## src/rtl/memory_arbiter.sv

```systemverilog
// memory_arbiter: shares one single-port ram between instruction fetch and data load/store,
// holding the granted request stable until ram reports ACCESS.
module memory_arbiter #(
    parameter int          DBURST  = 4,
    parameter int          TIMEOUT = 64,
    parameter logic [31:0] BAD     = 32'hBAD1BAD1
) (
    input  logic        CLK,
    input  logic        RST,
    input  logic        iREN,
    input  logic [31:0] iaddr,
    output logic        iwait,
    output logic [31:0] iload,
    input  logic        dREN,
    input  logic        dWEN,
    input  logic [31:0] daddr,
    input  logic [31:0] dstore,
    output logic        dwait,
    output logic [31:0] dload,
    output logic        ramREN,
    output logic        ramWEN,
    output logic [31:0] ramaddr,
    output logic [31:0] ramstore,
    input  logic [31:0] ramload,
    input  logic [1:0]  ramstate,
    output logic        err
);
    localparam int CW = $clog2(DBURST + 1);
    localparam int TW = $clog2(TIMEOUT + 1);

    typedef enum logic [1:0] {IDLE, DGRANT, IGRANT} state_t;

    state_t        r_state, w_next;
    logic [CW-1:0] r_cnt;
    logic [TW-1:0] r_timer;
    logic          r_err;
    logic          w_dreq, w_grant, w_drop, w_done, w_abort;

    always_comb begin
        w_dreq  = dREN | dWEN;
        w_grant = r_state != IDLE;
        w_drop  = (r_state == DGRANT && !w_dreq) || (r_state == IGRANT && !iREN);
        w_done  = w_grant && !w_drop && ramstate == 2'd2;
        w_abort = w_grant && !w_drop && ramstate != 2'd2 &&
                  (ramstate == 2'd3 || r_timer == TW'(TIMEOUT - 1));
    end

    always_ff @(posedge CLK or posedge RST) begin
        if (RST) r_state <= IDLE;
        else     r_state <= w_next;
    end

    always_comb begin
        w_next = r_state;
        if (r_state == IDLE)
            w_next = (w_dreq && (!iREN || r_cnt < CW'(DBURST))) ? DGRANT : iREN ? IGRANT : IDLE;
        else if (w_drop || w_done || w_abort)
            w_next = IDLE;
    end

    // Timer restarts in IDLE so every grant gets a fresh TIMEOUT window.
    always_ff @(posedge CLK or posedge RST) begin
        if (RST) begin
            r_cnt   <= '0;
            r_timer <= '0;
            r_err   <= 1'b0;
        end else begin
            r_timer <= w_grant ? r_timer + TW'(1) : '0;
            r_err   <= r_err | w_abort;
            if (w_done)
                r_cnt <= (r_state == DGRANT && iREN) ?
                         ((r_cnt == CW'(DBURST)) ? r_cnt : r_cnt + CW'(1)) : '0;
        end
    end

    always_comb begin
        iwait    = !(w_done && r_state == IGRANT);
        dwait    = !(w_done && r_state == DGRANT);
        iload    = iwait ? BAD : ramload;
        dload    = dwait ? BAD : ramload;
        ramaddr  = (r_state == DGRANT) ? daddr : (r_state == IGRANT) ? iaddr : 32'd0;
        ramstore = (r_state == DGRANT) ? dstore : 32'd0;
        ramWEN   = r_state == DGRANT && dWEN;
        ramREN   = r_state == IGRANT || (r_state == DGRANT && dREN && !dWEN);
        err      = r_err;
    end
endmodule

```

## config.mk

```make
export PLATFORM = sky130hd
export DESIGN_NAME = memory_arbiter
export DESIGN_NICKNAME = d
export VERILOG_FILES = /design/src/rtl/memory_arbiter.sv
export SDC_FILE = /design/constraint.sdc
export NUM_CORES = 1
export LEC_CHECK = 0
export BUFFER_PORTS_ARGS = -buffer_cell sky130_fd_sc_hd__clkbuf_2
export CORE_AREA = 2 2 105 107
export DETAILED_ROUTE_END_ITERATION = 16
export DIE_AREA = 0 0 107 109
export PLACE_DENSITY = 0.55
export REMOVE_ABC_BUFFERS = 1
export SLEW_MARGIN = 10
export SYNTH_ARGS = -nofsm -noshare
export SYNTH_HDL_FRONTEND = slang
export SYNTH_SLANG_ARGS = --single-unit
```

## constraint.sdc

```tcl
create_clock -name CLK -period 1.9 [get_ports CLK]
set_input_delay 0.285 -clock CLK [delete_from_list [all_inputs] [get_ports CLK]]
set_output_delay 0.285 -clock CLK [all_outputs]
set_load 0.02 [all_outputs]
```

**Word level (Yosys, flattened, before mapping)**

Index checks and enable logic that the tools add are counted.

- Bits in registers: 13
- Input bits: 135
- Output and inout port bits: 133
- Logic and storage cells: 58

- Add/subtract/negate cells: 2
- Magnitude comparators: 1
- Equal/unequal tests: 8
- Multiplexer cells: 12
- Bitwise logic cells: 2
- Reductions and logical operators: 29

Operators with widths:

| kind | count |
|---|---|
| 2-to-1 mux 32 bit | 5 |
| logical AND 1 bit | 13 |
| 2-to-1 mux 2 bit | 4 |
| adder 7 x 1 -> 7 bit (second input constant) | 1 |
| == test 7 x 6 -> 1 bit (second input constant) | 1 |
| 2-to-1 mux 7 bit | 1 |
| == test 2 bit (second input constant) | 3 |
| logical NOT 1 bit | 6 |
| logical OR 1 bit | 6 |
| 2-to-1 mux 3 bit | 2 |
| inequality test 2 bit (second input constant) | 2 |
| nonzero test 2 bit | 2 |
| adder 3 x 1 -> 3 bit (second input constant) | 1 |
| == test 3 bit (second input constant) | 1 |
| < comparator 3 bit (second input constant) | 1 |
| == test 2 x 1 -> 1 bit (second input constant) | 1 |
| logical NOT 2 bit | 1 |
| bitwise OR 1 bit | 2 |
| AND reduction 2 bit | 1 |

**Logic depth before layout (Yosys ltp)**

- Depth in word-level cells: 11
- Gate-level depth with buffers: 6
- Depth with buffers taken out: 5

**Least setup slack after synthesis**

OpenSTA, ideal clock, no wires.

- Kind: flip-flop to output port
- Start: register r_state[0]
- End: output dload[15]
- Arrival time: 1,308 ps
- Required time: 1,615 ps
- Slack: 307 ps
- Stages on the path, launching flop included: 7
- Path buffers: 2
- Cells stage by stage: dfrtp_1 o21ai_1 a21boi_2 and2_1 buf_4 buf_6 nand2b_1

- Longest elaborated chain between the ends: 8
- Elaborated cells on any way between the ends: 11
- Classes of those cells: 2 x eq/ne; 1 x mux; 8 x reduce/logical

RTL lines:

| item | line | RTL |
|---|---|---|
| start: declaration | 33 | `state_t r_state, w_next;` |
| start signal: assignment | 50 | `else r_state <= w_next;` |
| == test 2 x 1 -> 1 bit / == test 2 bit (equally long branches) | 42, 78 |  |
| logical AND 1 bit | 42 | `w_drop = (r_state == DGRANT && !w_dreq) \|\| (r_state == IGRANT && !iREN);` |
| logical OR 1 bit | 42 |  |
| logical NOT 1 bit | 43 | `w_done = w_grant && !w_drop && ramstate == 2'd2;` |
| logical AND 1 bit (2 in series) | 43 |  |
| logical AND 1 bit (*) | 78 | `dwait = !(w_done && r_state == DGRANT);` |
| 2-to-1 mux 32 bit (*) | 80 | `dload = dwait ? BAD : ramload;` |
| end: declaration | 19 | `output logic [31:0] dload,` |

Every way passes the cells marked *; elsewhere a longest branch is shown, timed or not.

**Worst setup path after layout**

- Start: register r_state[0]
- End: output ramaddr[5]

- Longest elaborated chain between the ends: 3
- Elaborated cells on any way between the ends: 4
- Classes of those cells: 2 x eq/ne; 2 x mux

RTL lines:

| item | line | RTL |
|---|---|---|
| == test 2 bit | 81 | `ramaddr = (r_state == DGRANT) ? daddr : (r_state == IGRANT) ? iaddr : 32'd0;` |
| 2-to-1 mux 32 bit | 81 |  |
| 2-to-1 mux 32 bit (*) | 81 |  |
| end: declaration | 22 | `output logic [31:0] ramaddr,` |

Marked as above.

==> results by group <==
Final layout
  – Layout cell share with drive strength beyond 1: 0.602
  – # diodes: 0
  – Fin nets: 624
  – FILL cells: 1,163
  – Post-layout util: 0.315
  – Synth-to-Final Area Change: 101%

CTS
  – CTS tree: done
  – CTS sink cnt: 13
  – Clock latency on the worst-skew pair: 240 ps
  – H-tree depth: 1
  – Max Root-Sink Buffers: 2
  – Number of buffers created by CTS: 3
  – Root buffer cell: clkbuf_8
  – CTS clk-pin slew, worst paths: 50 ps

Critical path
  – CP Class: flop to primary output
  – Flop2flop setup slack: 480 ps
  – Worst r2r dst: r_cnt[1]
  – Worst-path maximum fanout: 31
  – WP data required: 1620 ps
  – Max incr delay on CP: 450 ps
  – Worst path cell trace: nor2b_4 > buf_12 > clkbuf_16 > a22o_1 > clkbuf_2
  – Worst R2R Start: r_state[0]
  – CP Capture Type: primary output
  – CP arrival: 1570 ps
  – Setup crit start kind: flop
  – CP max-delay cell: dfrtp_2
  – Reg2reg path depth: 6

Timing
  – Slew headroom: 0.590
  – Fmax: 0.538 GHz
  – Layout Skew: 1.36 ps
  – Hold WS: 37.3 ps
  – RSZ-0062 raised after global routing: true
  – Tcrit/Tclk final: 0.978
  – Final setup vio count: 0
  – Final Hold Vio Count: 0
  – Final min period: 1860 ps
  – Setup TNS Final: 0 ps
  – Worst-margin pin slew: 613 ps
  – Fin worst setup slack: 40.9 ps
  – Slew Limit Fails: 0

Synthesis
  – Fraction of registers with async set/reset: 1.00
  – Xor/xnor cell area share of the yosys netlist: 0.0158
  – Synth Area per Inst: 7.49 um^2
  – Synth top area cells: dfrtp_1 (20%), and2_1 (18%), a22o_1 (17%)
  – Largest family of logic cells by synthesized area: simple AND/OR/NAND/NOR gates
  – Mux share of post-synthesis cell area: 0
  – Synth Area in Adders: 0.0226
  – Sequential area share after synthesis: 0.196
  – Synth cell types: 32
  – Synth Instances: 222
  – Area of the mapped netlist: 1660 um^2
  – Ys Warns: 0
  – Main synth FF type: dfrtp_1
  – Yosys reg bits: 13
  – Simple-gate portion of the synthesized area: 0.444
  – Synth top cells by count: and2_1 (48), nand2b_1 (36), a22o_1 (32), and3_1 (14), dfrtp_1 (13)
  – Compound-Gate Fraction of Synth Area: 0.248
  – Top-count cell post-synth: and2_1
  – Yosys top cell by area: dfrtp_1
  – Top-area cell type share of the netlist area: 0.196
  – Post-synth EDFFs: 0

Floorplanning
  – Starting density of the core: 0.157
  – # IOs: 268
  – Die width: 107 um
  – Core area: 10,600 um^2
  – Die H: 109 um
  – DIE AREA: 11,700 um^2
  – Site Rows: 38

Route
  – Initial drt markers: 181
  – DRC: 0
  – Total routed wirelength: 10,600 um
  – Via Count: 2,663
  – Per-cell routed wire length: 17.0 um
  – Final ANT Viol Nets: 0
  – 1st-pass router iterations: 4
  – Via/cell ratio: 4.26

GRT
  – Met3 Usage GRT: 0.0771
  – Met1 Use GR: 0.217
  – Initial antenna violation count: 0
  – Grt total ovfl: 0
  – Wire length of the first global-routing pass: 13,400 um
  – Global Route Usage Sum: 0.155
  – Pin count of the biggest net entering global routing: 64
  – Number of global-route vias before repair: 2,275
  – Met2 usage: 0.212
  – Top Usage Layer GRT: met1

Placed design
  – Place WS: 230 ps
  – Placer Congestion: 0.816
  – DP HPWL: 8910 um
  – Port bufs: 267

Power
  – VDD IR-drop max: 0.000549 V
  – P per Cell Area: 1030 nW/um^2
  – Pleak: 1.90 nW
  – Total power: 3.45 mW

Flow run
  – Total of max-cap violations: 0

Run status
  – Status: finished clean

Worst hold path
  – Worst min-delay path category: input pin to async pin
[kinds of logic (layout without fill, tap and decap cells)]
group,Yosys count,in the layout
AOI/OAI and AO/OA,52,52
xor gates and xnor gates,3,3
buffers and inverters,26,289
DFF,13,13
and+or+nand+nor,125,125
adders and majority gates,3,3
[sequential cells by signal, summed over array words and instances, names as in the netlist]
| register | cells |
|---|---|
| r_timer | 7 |
| r_state | 2 |
| r_cnt | 3 |
| err | 1 |
[layout make-up]
cell class                 instances  area, um^2  area share
clock buffer                       4        45.0      0.0135
inverter                           6        22.5     0.00674
multi-input combinational        183        1230       0.369
sequential                        13         328      0.0981
tap                              140         175      0.0524
timing repair buffer             279        1540       0.461
[worst max-delay path, delay by kind of cell, from the launching register on]
family          cells  cell delay (ps)
compound gates      1              240
buf+inv             3              480
flops               1              450
simple gates        1              150
[power breakdown]
part / leakage (nW) / internal, mW / total [mW] / switching, mW
logic: 1.71 / 1.11 / 2.79 / 1.68
registers: 0.168 / 0.349 / 0.417 / 0.0676
clock network: 0.0228 / 0.148 / 0.243 / 0.0951
[layer usage]
| metal | part of all wire | vias up |
|---|---|---|
| met5 | 0 | - |
| met4 | 0.0070 | 0 |
| met3 | 0.12 | 6 |
| met2 | 0.42 | 126 |
| met1 | 0.45 | 1241 |
| li1 | - | 1290 |
[what timing repair did]
action / 4_1_cts / 5_1_grt
hold buffers: 0 / 0
pin swaps: 0 / 0
buffers inserted: 0 / 2
gates resized for setup: 2 / 5
endpoints found under the setup margin: 18 / 97
gates cloned: 0 / 3
[cells in the final DEF (no fill, tap or decap), types with 3 or more instances in the layout]
cell type and count:
nand3_1 3, clkbuf_16 3, and2_1 48, a22o_1 32, clkbuf_2 267, nor2_1 9
clkbuf_8 3, ha_1 3, a31o_2 3, and3_1 14, nand2_1 7, buf_12 4
nand2b_1 36, a21oi_1 7, dfrtp_1 11, buf_4 3, inv_1 6
[worst max-delay path by stage]
stage | from | slack [ps] | to | cells past startpoint
after floorplan | r_state[0] | -1860 | dload[0] | 3
after global placement | r_state[0] | 240 | dload[25] | 6
after detailed placement | r_state[0] | 230 | dload[25] | 6
after CTS | r_state[0] | -5 | ramstore[24] | 4
after global routing | r_state[0] | -30 | iload[1] | 5
final | r_state[0] | 40 | ramaddr[5] | 5
[stage by stage]
step | area, um^2 | instances
floorplan | 1560 | 202
global placement | 3170 | 616
detailed placement | 3170 | 616
CTS | 3230 | 620
global route | 3340 | 625
finish | 3340 | 625
Note: power is estimated with default switching activity, not from simulation.
